<file path="src/rtl/mod_n_tick_counter.sv">
// Mod-N up/down counter advanced by an internal prescaler tick, with a
// one-cycle write strobe on every count change and a terminal-count pulse on wrap.
module mod_n_tick_counter #(
  parameter int WIDTH    = 8,
  parameter int N        = 60,
  parameter int TICK_DIV = 100
) (
  input  logic             clk,
  input  logic             reset,
  input  logic             en_i,
  input  logic             up_i,
  input  logic             load_i,
  input  logic [WIDTH-1:0] load_val_i,
  output logic [WIDTH-1:0] count_o,
  output logic             wr_en_o,
  output logic             tc_o
);

  localparam int PW = (TICK_DIV > 1) ? $clog2(TICK_DIV) : 1;
  localparam logic [PW-1:0]    PS_LAST  = PW'(TICK_DIV - 1);
  localparam logic [WIDTH-1:0] CNT_LAST = WIDTH'(N - 1);
  // One extra bit so N == 2**WIDTH is still representable for the load range check
  localparam logic [WIDTH:0]   MODULUS  = (WIDTH + 1)'(N);

  logic [PW-1:0]    prescaler;
  logic [PW-1:0]    prescaler_next;
  logic [WIDTH-1:0] count_next;
  logic             wr_next;
  logic             tc_next;
  logic             tick;
  logic             load_ok;

  assign tick    = en_i && (prescaler == PS_LAST);
  assign load_ok = ({1'b0, load_val_i} < MODULUS);

  always_comb begin
    count_next     = count_o;
    prescaler_next = prescaler;
    wr_next        = 1'b0;
    tc_next        = 1'b0;
    if (load_i) begin
      // A load discards any coincident tick and restarts the prescale period
      count_next     = load_ok ? load_val_i : '0;
      prescaler_next = '0;
      wr_next        = 1'b1;
    end else if (tick) begin
      prescaler_next = '0;
      wr_next        = 1'b1;
      if (up_i) begin
        if (count_o == CNT_LAST) begin
          count_next = '0;
          tc_next    = 1'b1;
        end else begin
          count_next = count_o + WIDTH'(1);
        end
      end else begin
        if (count_o == '0) begin
          count_next = CNT_LAST;
          tc_next    = 1'b1;
        end else begin
          count_next = count_o - WIDTH'(1);
        end
      end
    end else if (en_i) begin
      prescaler_next = prescaler + PW'(1);
    end
  end

  always_ff @(posedge clk) begin
    if (reset) begin
      count_o   <= '0;
      prescaler <= '0;
      wr_en_o   <= 1'b0;
      tc_o      <= 1'b0;
    end else begin
      count_o   <= count_next;
      prescaler <= prescaler_next;
      wr_en_o   <= wr_next;
      tc_o      <= tc_next;
    end
  end

endmodule
</file>
<file path="config.mk">
export PLATFORM = sky130hd
export DESIGN_NAME = mod_n_tick_counter
export DESIGN_NICKNAME = d
export VERILOG_FILES = /design/src/rtl/mod_n_tick_counter.sv
export SDC_FILE = /design/constraint.sdc
export NUM_CORES = 1
export LEC_CHECK = 0
export CORE_UTILIZATION = 52
export CTS_BUF_LIST = sky130_fd_sc_hd__clkbuf_8
export DETAILED_ROUTE_END_ITERATION = 12
export PLACE_DENSITY = 0.81
export SLEW_MARGIN = 20
export SYNTH_ARGS = -nofsm -noshare
export SYNTH_HDL_FRONTEND = slang
export SYNTH_SLANG_ARGS = --single-unit
</file>
<file path="constraint.sdc">
create_clock -name clk -period 2.2 [get_ports clk]
set_input_delay 0.44 -clock clk [delete_from_list [all_inputs] [get_ports clk]]
set_output_delay 0.44 -clock clk [all_outputs]
set_load 0.01 [all_outputs]
</file>
# Word level (Yosys, flattened, before mapping)
# Index checks and enable logic that the tools add are counted.
# classes
add_sub_neg	3
n_lt_le_gt_ge	1
eq_ne	2
n_mux	11
bitwise	1
reduce_logical	5
# ops
op	n
$mux W8	6
$add A8 B1 Y8 const B	1
$eq A8 B6 Y1 const B	1
$logic_not A8 Y1	1
$lt A8 B6 Y1 const B	1
$sub A8 B1 Y8 const B	1
$add A7 B1 Y7 const B	1
$eq A7 B7 Y1 const B	1
$reduce_or A3 Y1	2
$mux W1	5
$reduce_bool A2 Y1	1
$logic_and A1 B1 Y1	1
$not A1 Y1	1
# word_totals
reg_bits	17
word_cells	27

# Depth between registers and ports, before layout
# logic_depth
ltp_word	5
mapped_depth	7

# Worst setup path after synthesis
# No wires, ideal clock.
# synth_path
path_kind	reg2reg
startpoint	reg prescaler[0]
endpoint	reg count_o[0]
setup_time_ns	0.116
t_arrival_ns	1.700
required_ns	2.084
setup_slack_ns	0.384
path_stages_with_launch	7
path_buffers	0
period_less_slack_ns	1.816
cell_sequence	dfxtp_1 -> ha_1 -> nand4_2 -> nor4_2 -> nor3_1 -> a22o_1 -> a41o_1
# synth_via
elab_chain_cells	3
# synth_rtl
element	line	text
from (decl)	25	logic [PW-1:0] prescaler;
from (signal assigned)	77	prescaler <= prescaler_next;
$eq A7 B7 Y1	33	assign tick = en_i && (prescaler == PS_LAST);
$logic_and A1 B1 Y1	33	
$reduce_bool A2 Y1 (no source line)	--	
to (signal assigned)	76	count_o <= count_next;
to (decl)	14	output logic [WIDTH-1:0] count_o,
# No other way between the ends.
# A chain may end at the register's enable or synchronous reset.

# Final worst setup path
# layout_path
startpoint	reg count_o[0]
endpoint	reg count_o[4]
# layout_via
elab_chain_cells	5
# layout_rtl
element	line	text
$sub A8 B1 Y8 (tied with other cells)	61	count_next = count_o - WIDTH'(1);
$mux W8, on equally long branches	57, 50	
$mux W8 (*)	49	if (up_i) begin
$mux W8 (*)	46	end else if (tick) begin
$mux W8 (*)	41	if (load_i) begin
# Mark *: on every way between the ends. The rest lies on a longest branch, timed or not. The select of a mux whose other input is x is not followed.

==> flow_metrics.py <==
metrics = {
    "status": {
        "outcome": "finished, final reports clean",
    },
    "detailed_routing": {
        "ant_nets": 0,
        "vias": 1208,
        "dr.pass1.iters": 4,
        "wl_mm": 3.03,
        "remaining_drc_errors": 0,
        "detail_route.wl_per_cell_um": 15.0,
        "first_iter_violations": 75,
        "viasPerCell": 5.98,
    },
    "floorplanning": {
        "dieArea_um2": 2360,
        "rows": 16,
        "die_h_um": 48.6,
        "coreArea_um2": 2000,
        "dieWidth_um": 48.6,
        "ios": 23,
        "start_util_pct": 56.4,
    },
    "worst_setup_path": {
        "crit_path_start_kind": "flip-flop",
        "crit_path_end_kind": "flip-flop",
        "crit-reg2reg-launch": "count_o[0]",
        "crit_slowest_cell": "dfxtp_1",
        "worstPathCellList": "buf_4, inv_1, ha_1, nand2b_1, o31a_1, o21ba_1, a311o_1, a21oi_1",
        "cp.required_ns": 2.38,
        "r2r_end": "count_o[4]",
        "worstSetupPathType": "reg2reg",
        "rr_worst_depth": 8,
        "worstPathMaxFanout": 6,
        "reg2reg_setup_slack_ns": 0.26,
        "cp.arrival_ns": 2.12,
        "max_stage_delay_ns": 0.34,
    },
    "layout": {
        "diodes": 0,
        "fin_nets": 192,
        "layout-drive-gt1-share_pct": 14.3,
        "area_growth_pct": 31.2,
        "layout_commonest_cell": "clkdlybuf4s50_1",
        "layout_common_cells": "clkdlybuf4s50_1 (22), nor2_1 (21), dfxtp_1 (17), nand2_1 (14), buf_4 (12)",
        "post-route-util_pct": 74.1,
    },
    "min_path": {
        "holdPathStages": 2,
        "hold_path_class": "reg2reg",
        "min_to": "prescaler[1]",
        "min_from": "prescaler[1]",
    },
    "global_route": {
        "grt_max_degree": 14,
        "grt_usage_pct": 28.2,
        "grt_pass1_wl_mm": 5.22,
        "antenna_found_initial": 0,
        "grt_pass1_vias": 1146,
        "grt_overflow_total": 0,
    },
    "yosys": {
        "syn_nets": 160,
        "yosys_warnings": 0,
        "syn-cell-area_um2": 1130,
        "yosysSeqAreaShare_pct": 30.1,
        "avgSynthCellArea_um2": 7.85,
        "ys_seq_elements": 17,
        "syn_inst": 144,
        "synth_ff_type": "dfxtp_1",
        "ys_async_sr_fraction_pct": 0,
        "yosysUniqueCellTypes": 44,
        "synth_edf_count": 0,
    },
    "timing": {
        "worst_pin_slew_ns": 0.479,
        "rsz0062_at_grt": "no",
        "fmax_ghz": 0.515,
        "fin_crit_sh_pct": 88.2,
        "period_minus_slack_ns": 1.94,
        "final-max-slew-violation-count": 0,
        "whs_ns": 0.544,
        "hold_viol_final": 0,
        "fin_setup_tns_ns": 0,
        "relSlewSlack_pct": 68.0,
        "finalSetupViolations": 0,
        "clock_skew_ns": 0.00477,
    },
    "power_and_ir_drop": {
        "total_power_mw": 0.685,
        "p_leak_nw": 0.567,
        "power_density_nw_per_um2": 462,
        "vdd_drop_max_v": 0.000519,
    },
    "placed_design": {
        "port_buffers": 22,
        "globalplace.congestion": 0.940,
        "dpl.hpwl_mm": 2.35,
    },
    "clock_tree": {
        "cts_resized": 0,
        "cts_sinks": 17,
        "clk_latency_ns": 0.25,
        "h-tree-depth": 1,
        "clockBufferDepth": 2,
        "root_buffer": "clkbuf_8",
        "cts-buffers-inserted": 3,
        "cts.clk_slew.worst_paths_ns": 0.07,
        "hold_buffers": 0,
        "cts_tree": "built",
        "cts_setup_buffers": 0,
    },
    "flow_run": {
        "cap_violations": 0,
    },
}
==> final cells by class <==
type | instances | area, µm²
well taps | 27 | 33.8
clock buffers | 3 | 41.3
repair buffers | 34 | 310
inverters | 6 | 22.5
fillers | 160 | 519
flip-flops and latches | 17 | 340
multi-input cells | 114 | 727
clock inverters | 1 | 7.51
==> per-stage QoR <==
stage	area, µm²	setup WS (ns)	std cells
final	1480	0.259	202
after global routing	1480	0.168	202
after CTS	1480	0.273	202
after detailed placement	1430	0.0306	198
after global placement	1430	0.0656	198
after floorplan	1130	0.384	144
==> worst max-delay path: cells and delay by family (launching register included) <==
family	cells	cell delay [ns]
AND/OR/NAND/NOR	1	0.12
AO/OA/AOI/OAI	4	0.91
adder cells (fa/ha/maj)	1	0.27
buffers and inverters	2	0.23
flip-flops	1	0.34
==> cells in the mapped netlist, types with 2 or more instances <==
master | n | area [µm²]
a21boi_0 | 2 | 15.0
a21oi_1 | 8 | 40.0
a22oi_1 | 2 | 15.0
a311oi_1 | 2 | 17.5
buf_2 | 5 | 25.0
buf_4 | 2 | 15.0
dfxtp_1 | 17 | 340
ha_1 | 3 | 37.5
inv_1 | 6 | 22.5
nand2_1 | 14 | 52.6
nand3_1 | 9 | 45.0
nand4_1 | 3 | 18.8
nor2_1 | 21 | 78.8
nor3_1 | 6 | 30.0
nor4_1 | 2 | 12.5
o21ai_0 | 6 | 30.0
o31ai_1 | 3 | 22.5
or4_4 | 2 | 22.5
xnor2_1 | 3 | 26.3
xor2_1 | 4 | 35.0
==> registers in the layout (all words and copies together) (netlist names) <==
register and cells:
count_o 8, prescaler 7, tc_o 1, wr_en_o 1
==> cell families (layout without fill, tap and decap cells) <==
| logic type | count (synthesis) | count (layout) | synth area share [%] |
|---|---|---|---|
| simple gates | 69 | 69 | 32.9 |
| compound gates | 34 | 34 | 21.8 |
| flops | 17 | 17 | 30.1 |
| buf+inv | 13 | 44 | 5.54 |
| xor+xnor | 7 | 7 | 5.43 |
| fa+ha+maj | 3 | 3 | 3.32 |
| mux | 1 | 1 | 0.886 |
==> metal layers <==
| metal | wire, µm | up-vias | GRT usage, % |
|---|---|---|---|
| met2 | 1400 | 58 | 46.5 |
| li1 | - | 591 | - |
| met5 | 0 | - | 0 |
| met4 | 0 | 0 | 6.86 |
| met1 | 1340 | 559 | 39.0 |
| met3 | 280 | 0 | 3.46 |
==> worst max-delay path by stage <==
stage,end,start,depth (start not counted)
6_report,count_o[4],count_o[0],8
3_3_place_gp,count_o[4],en_i,6
3_5_place_dp,count_o[4],en_i,6
5_1_grt,count_o[4],count_o[0],8
4_1_cts,count_o[4],en_i,6
2_1_floorplan,count_o[0],prescaler[0],6
==> where the power goes <==
part | total [mW] | internal (mW) | leakage [nW] | switching (mW)
clock network | 0.242 | 0.127 | 0.0217 | 0.114
registers | 0.318 | 0.313 | 0.138 | 0.00470
logic | 0.125 | 0.0625 | 0.408 | 0.0624
Power figures use the tool's default switching activity.
